<file path="src/rtl/core_pkg.sv">
// rtl/core_pkg.sv - shared core constants and fetch buffer entry type
package core_pkg;

    localparam int XLEN = 32;

    // Canonical RV32 no-op (addi x0, x0, 0)
    localparam logic [31:0] NOP_INSTR = 32'h0000_0013;

    // One buffered instruction together with the address it was fetched from
    typedef struct packed {
        logic [XLEN-1:0] pc;
        logic [31:0]     instr;
    } fetch_entry_t;

endpackage

</file>
<file path="src/rtl/fetch_fifo.sv">
// rtl/fetch_fifo.sv - synchronous FIFO with flush, parametrised on depth and entry type
module fetch_fifo #(
    parameter int  DEPTH = 4,
    parameter type T     = logic [31:0]
) (
    input  logic                     clk,
    input  logic                     rst,
    input  logic                     flush,
    input  logic                     push,
    input  T                         push_data,
    input  logic                     pop,
    output T                         head,
    output logic [$clog2(DEPTH):0]   count
);

    localparam int AW = $clog2(DEPTH);
    localparam int CW = AW + 1;

    T               mem [DEPTH];
    logic [AW-1:0]  rd_ptr;
    logic [AW-1:0]  wr_ptr;
    logic           full;
    logic           empty;
    logic           do_push;
    logic           do_pop;

    assign full    = (count == CW'(DEPTH));
    assign empty   = (count == '0);
    // A push into a full FIFO is only accepted when the head leaves in the same cycle
    assign do_pop  = pop && !empty;
    assign do_push = push && (!full || do_pop);
    assign head    = mem[rd_ptr];

    // Storage array: written on accepted push, no reset needed
    always_ff @(posedge clk) begin
        if (do_push && !flush && !rst) begin
            mem[wr_ptr] <= push_data;
        end
    end

    // Pointer and occupancy bookkeeping; flush behaves like reset
    always_ff @(posedge clk) begin
        if (rst || flush) begin
            rd_ptr <= '0;
            wr_ptr <= '0;
            count  <= '0;
        end else begin
            if (do_push) begin
                wr_ptr <= wr_ptr + AW'(1);
            end
            if (do_pop) begin
                rd_ptr <= rd_ptr + AW'(1);
            end
            count <= count + CW'(do_push) - CW'(do_pop);
        end
    end

endmodule

</file>
<file path="src/rtl/fetch_unit.sv">
// rtl/fetch_unit.sv - RV32 instruction fetch stage with request credits, buffer and redirect
module fetch_unit
    import core_pkg::*;
#(
    parameter int               XLEN       = core_pkg::XLEN,
    parameter logic [XLEN-1:0]  RESET_PC   = '0,
    parameter int               FIFO_DEPTH = 4
) (
    input  logic             clk,
    input  logic             rst,
    input  logic             redirect_i,
    input  logic [XLEN-1:0]  redirect_pc_i,
    input  logic             stall_d_i,
    output logic             imem_req_o,
    output logic [XLEN-1:0]  imem_addr_o,
    input  logic             imem_ready_i,
    input  logic             imem_rvalid_i,
    input  logic [31:0]      imem_rdata_i,
    output logic             valid_d_o,
    output logic [31:0]      instr_d_o,
    output logic [XLEN-1:0]  pc_d_o,
    output logic [XLEN-1:0]  pc_plus4_d_o
);

    localparam int CW = $clog2(FIFO_DEPTH) + 1;

    logic [XLEN-1:0]  pc_f;
    logic [CW-1:0]    inflight;
    logic [CW-1:0]    discard;

    logic             fire;
    logic             resp_keep;
    logic             credit_ok;

    logic [XLEN-1:0]  pq_head;
    logic [CW-1:0]    pq_count;

    fetch_entry_t     ib_push_data;
    fetch_entry_t     ib_head;
    logic [CW-1:0]    ib_count;
    logic             ib_pop;

    // Buffered entries plus outstanding requests never exceed the buffer size,
    // so every returning word is guaranteed a slot
    assign credit_ok   = ({1'b0, ib_count} + {1'b0, inflight}) < (CW+1)'(FIFO_DEPTH);
    assign imem_req_o  = !rst && !redirect_i && credit_ok;
    assign imem_addr_o = pc_f;
    assign fire        = imem_req_o && imem_ready_i;

    // Responses belonging to requests issued before a redirect are dropped, as is
    // any response arriving in the redirect cycle itself
    assign resp_keep   = imem_rvalid_i && (discard == '0) && !redirect_i;

    assign ib_push_data = '{pc: pq_head, instr: imem_rdata_i};
    assign ib_pop       = valid_d_o && !stall_d_i && !redirect_i;

    // Address of every request still waiting for its response; stale entries
    // are flushed on redirect so discarded responses must not pop it
    fetch_fifo #(
        .DEPTH (FIFO_DEPTH),
        .T     (logic [XLEN-1:0])
    ) u_pending_pc (
        .clk       (clk),
        .rst       (rst),
        .flush     (redirect_i),
        .push      (fire),
        .push_data (pc_f),
        .pop       (resp_keep),
        .head      (pq_head),
        .count     (pq_count)
    );

    // Instruction buffer feeding decode
    fetch_fifo #(
        .DEPTH (FIFO_DEPTH),
        .T     (fetch_entry_t)
    ) u_instr_buf (
        .clk       (clk),
        .rst       (rst),
        .flush     (redirect_i),
        .push      (resp_keep),
        .push_data (ib_push_data),
        .pop       (ib_pop),
        .head      (ib_head),
        .count     (ib_count)
    );

    // Fetch PC, outstanding-request count and pending-discard count
    always_ff @(posedge clk) begin
        if (rst) begin
            pc_f     <= RESET_PC;
            inflight <= '0;
            discard  <= '0;
        end else begin
            inflight <= inflight + CW'(fire) - CW'(imem_rvalid_i);
            if (redirect_i) begin
                pc_f    <= {redirect_pc_i[XLEN-1:2], 2'b00};
                discard <= inflight - CW'(imem_rvalid_i);
            end else begin
                if (fire) begin
                    pc_f <= pc_f + XLEN'(4);
                end
                if (imem_rvalid_i && (discard != '0)) begin
                    discard <= discard - CW'(1);
                end
            end
        end
    end

    assign valid_d_o    = (ib_count != '0);
    assign instr_d_o    = valid_d_o ? ib_head.instr : '0;
    assign pc_d_o       = valid_d_o ? ib_head.pc : '0;
    assign pc_plus4_d_o = valid_d_o ? (ib_head.pc + XLEN'(4)) : '0;

    // A response with nothing outstanding means the memory protocol was broken
    a_no_orphan_resp: assert property (@(posedge clk) disable iff (rst)
        !(imem_rvalid_i && (inflight == '0)));

    // A kept response always has a matching pending address
    a_pending_pc_present: assert property (@(posedge clk) disable iff (rst)
        !(resp_keep && (pq_count == '0)));

endmodule
</file>
<file path="config.mk">
export PLATFORM = sky130hd
export DESIGN_NAME = fetch_unit
export DESIGN_NICKNAME = d
export VERILOG_FILES = /design/src/rtl/core_pkg.sv /design/src/rtl/fetch_fifo.sv /design/src/rtl/fetch_unit.sv
export SDC_FILE = /design/constraint.sdc
export NUM_CORES = 1
export LEC_CHECK = 0
export ABC_AREA = 0
export BUFFER_PORTS_ARGS = -buffer_cell sky130_fd_sc_hd__buf_2
export CAP_MARGIN = 20
export CORE_UTILIZATION = 39
export DETAILED_ROUTE_END_ITERATION = 8
export HOLD_SLACK_MARGIN = 0.08
export PLACE_DENSITY = 0.68
export SYNTH_ARGS = -nofsm -noshare
export SYNTH_HDL_FRONTEND = slang
export SYNTH_SLANG_ARGS = --single-unit
</file>
<file path="constraint.sdc">
create_clock -name clk -period 4.55 [get_ports clk]
set_input_delay 0.2275 -clock clk [delete_from_list [all_inputs] [get_ports clk]]
set_output_delay 0.2275 -clock clk [all_outputs]
set_load 0.01 [all_outputs]
</file>
==> results.cfg <==
[grt]
grt_pass1_wl_um = 57570
grt_use_total_pct = 16.52
grt_remaining_overflow = 0
grt_start_max_net_pins = 63
grt_pass1_vias = 10160
antenna_found_initial = 0

[synthesis]
synthTopCellsByArea = edfxtp_1 (63%), mux4_2 (11%), dfxtp_1 (6.2%), and2_1 (2.7%), ha_1 (1.6%)
synthesis.area_um2 = 17440
synth-edff-count = 368
synth.top_cell.area_share_pct = 63.35
ys.warnings.count = 0
syn_avg_cell_area_um2 = 16.85
yosysTopAreaCell = edfxtp_1
ys.flop_type = edfxtp_1
async_reset_ff_share_pct = 0
yosysUniqueCellTypes = 57
syn_inst = 1035
seq_area_frac_synth_pct = 69.55
yosys_register_bits = 422

[clock_tree]
clk_latency_ns = 0.55
cts_made_buffers = 43
cts.sinks = 422
cts_tree = built
cts_buffer_depth = 3
cts-root-buf = clkbuf_16
clk_pin_slew_worst_paths_ns = 0.06
post_cts_resized = 0
cts.htree.levels = 2

[drt]
vias = 10110
routed_wl_um = 37270
vias_per_cell = 5.249
wl_met1_um = 16400
route.antenna.remaining_nets = 0
routedWlPerCell_um = 19.35
dr.max_layer_used = met4
wl_met2_um = 17590
drc = 0
met3_length_um = 2462
drt_iter0_drc = 911
dr.pass1.iters = 7

[critical_path]
critPathMaxStageDelay_ns = 0.66
cp_top_family = simple AND/OR/NAND/NOR gates
crit_top_cell = or4_1
endpoint_kind = output pin
path_cells = buf_4 -> mux4_1 -> nand4_1 -> or4_1 -> or4_1 -> a21oi_1 -> buf_2
arrival_ns = 3.78
cp_num_buf_inv = 2
required_ns = 4.32
r2r_slack_ns = 1.35
cp_slowest_cell = dfxtp_4
cp-start-kind = flop
path_class = flop to output pin
crit_fanout = 26

[final_layout]
layout-drive-gt1-share_pct = 27.96
area_delta_synth_final_pct = 21.22
nNetsFinal = 1397
fillCellCount = 3710
diodes = 0

[floorplan]
num_rows = 77
dieArea_um2 = 45580
die_y_um = 213.5
initial_core_util_pct = 39.53
num_io_pins = 200
coreArea_um2 = 44120
die_x_um = 213.5

[sta]
whs_ns = 0.1231
setup_viol = 0
timing.final.hold_violations = 0
min_period_over_period_pct = 88.00
tightest_slew_ns = 0.9670
fmax_ghz = 0.2498
fin_skew_ns = 0.01649
slew_viol_final = 0
rsz0062_at_grt = no
setup_tns_ns = 0
max_slew_margin_pct = 35.46
finalCriticalPeriod_ns = 4.004

[power_and_ir_drop]
p_clk_share_pct = 42.0
power_switching_mw = 1.759
pwr-share-seq_pct = 51.9
p_sw_share_pct = 20.90
p_per_area_nw_per_um2 = 398.0
p_int_mw = 6.656
ir_worst_vdd_uv = 275.4
leakage_nw = 7.331
p_comb_share_pct = 6.1

[outcome]
status = complete, no violations

[placed_design]
gp_congestion = 0.7794
port_buffers = 191
hpwl_um = 22950

[hold_path]
min_path_type = input pin to flop

[job]
cap_violations = 0
==> power by group through the flow <==
stage	registers, mW	clock network [mW]	logic [mW]
2_1_floorplan	4.43	0	0.282
3_3_place_gp	4.44	0	0.462
3_5_place_dp	4.44	0	0.473
4_1_cts	4.36	3.62	0.518
5_1_grt	4.37	3.77	0.572
6_report	4.36	3.54	0.515
==> through the flow <==
| step | setup slack [ns] | instances | power [mW] | area [um2] | utilization, % |
|---|---|---|---|---|---|
| after floorplan | 1.382 | 1040 | 4.707 | 17460 | - |
| after global placement | 1.058 | 1787 | 4.900 | 19110 | 43.30 |
| after detailed placement | 1.024 | 1787 | 4.918 | 19110 | 43.30 |
| after CTS | 0.4236 | 1926 | 8.497 | 21150 | 47.92 |
| after global routing | 0.2773 | 1926 | 8.711 | 21150 | 47.92 |
| final | 0.5460 | 1926 | 8.416 | 21150 | 47.92 |
==> worst min-delay path, stage by stage <==
cell     delay [ns]
buf_2          0.08
and2_1         0.12
a31oi_1        0.04
o22ai_1        0.13
==> sequential cells by signal, indices dropped and copies added (netlist names), named ones only <==
name / flops
u_instr_buf.count: 3
u_instr_buf.rd_ptr: 2
u_pending_pc.rd_ptr: 2
u_pending_pc.mem: 120
imem_addr_o: 30
u_pending_pc.wr_ptr: 2
u_pending_pc.count: 3
u_instr_buf.wr_ptr: 2
inflight: 3
u_instr_buf.mem: 248
discard: 3
==> worst paths after layout <==
check | startpoint | endpoint | cells after the start
worst max-delay path | flop | pc_plus4_d_o[31] | 7
worst min-delay path | redirect_pc_i[27] | imem_addr_o[27] | 4
worst max register to register | u_instr_buf.count[2] | u_pending_pc.count[2] | 12
worst min register to register | u_instr_buf.rd_ptr[0] | u_instr_buf.rd_ptr[0] | 2
==> cells by family after synthesis <==
kind of cell | synth area share [%]
and+or+nand+nor | 8.621
DFF | 69.55
muxes | 12.52
xor gates and xnor gates | 1.607
other | 0.02150
AOI/OAI and AO/OA | 3.558
buffers and inverters | 2.209
adders and majority gates | 1.922
==> area by class of cell <==
cell class	count	area, um2	share of cell area [%]
sequential	422	12140	57.40
clock inverter	24	262.8	1.243
clock buffer	53	1156	5.467
tap	592	740.7	3.503
multi-input combinational	533	4962	23.47
timing repair buffer	273	1777	8.402
inverter	29	108.9	0.5148
==> timing repair <==
action | in CTS | in global routing
setup buffers | 0 | 0
endpoints found under the hold margin | 158 | 0
hold buffers | 62 | 0
==> Yosys cell counts, types with 18 or more instances <==
library cell	instances
ha_1	22
xnor2_1	18
a21oi_1	30
inv_1	27
o21ai_0	20
edfxtp_1	368
nand2_1	33
mux4_2	83
and2_1	74
nor2_1	56
dfxtp_1	54
clkbuf_1	32
==> per-layer routing <==
metal	vias to the layer above	GRT usage, %
met5	-	0
met4	0	4.828
met3	58	2.548
met2	387	26.41
met1	5057	23.42
li1	4608	-
==> cell usage in the layout (no fill, tap or decap), types with 5 or more instances in the layout <==
cell           count
o31ai_1            5
nor3_1            14
clkbuf_1           8
clkbuf_16         45
conb_1             6
edfxtp_1         368
and4_1            10
clkinv_1          11
xor2_1            14
dlygate4sd3_1     62
nor2_1            56
and3_1             9
a31oi_1           16
a211oi_1           7
nand3_1           15
mux4_1             9
nand4_1           17
bufinv_16          6
nand2_1           33
or4_1              9
dfxtp_1           50
or3_1             13
buf_2            191
a21oi_1           30
o21ai_0           20
buf_4             16
inv_1             27
ha_1              22
clkinv_2           7
mux4_2            83
xnor2_1           18
and2_1            70
No activity file was read; power rests on OpenSTA's default activity.
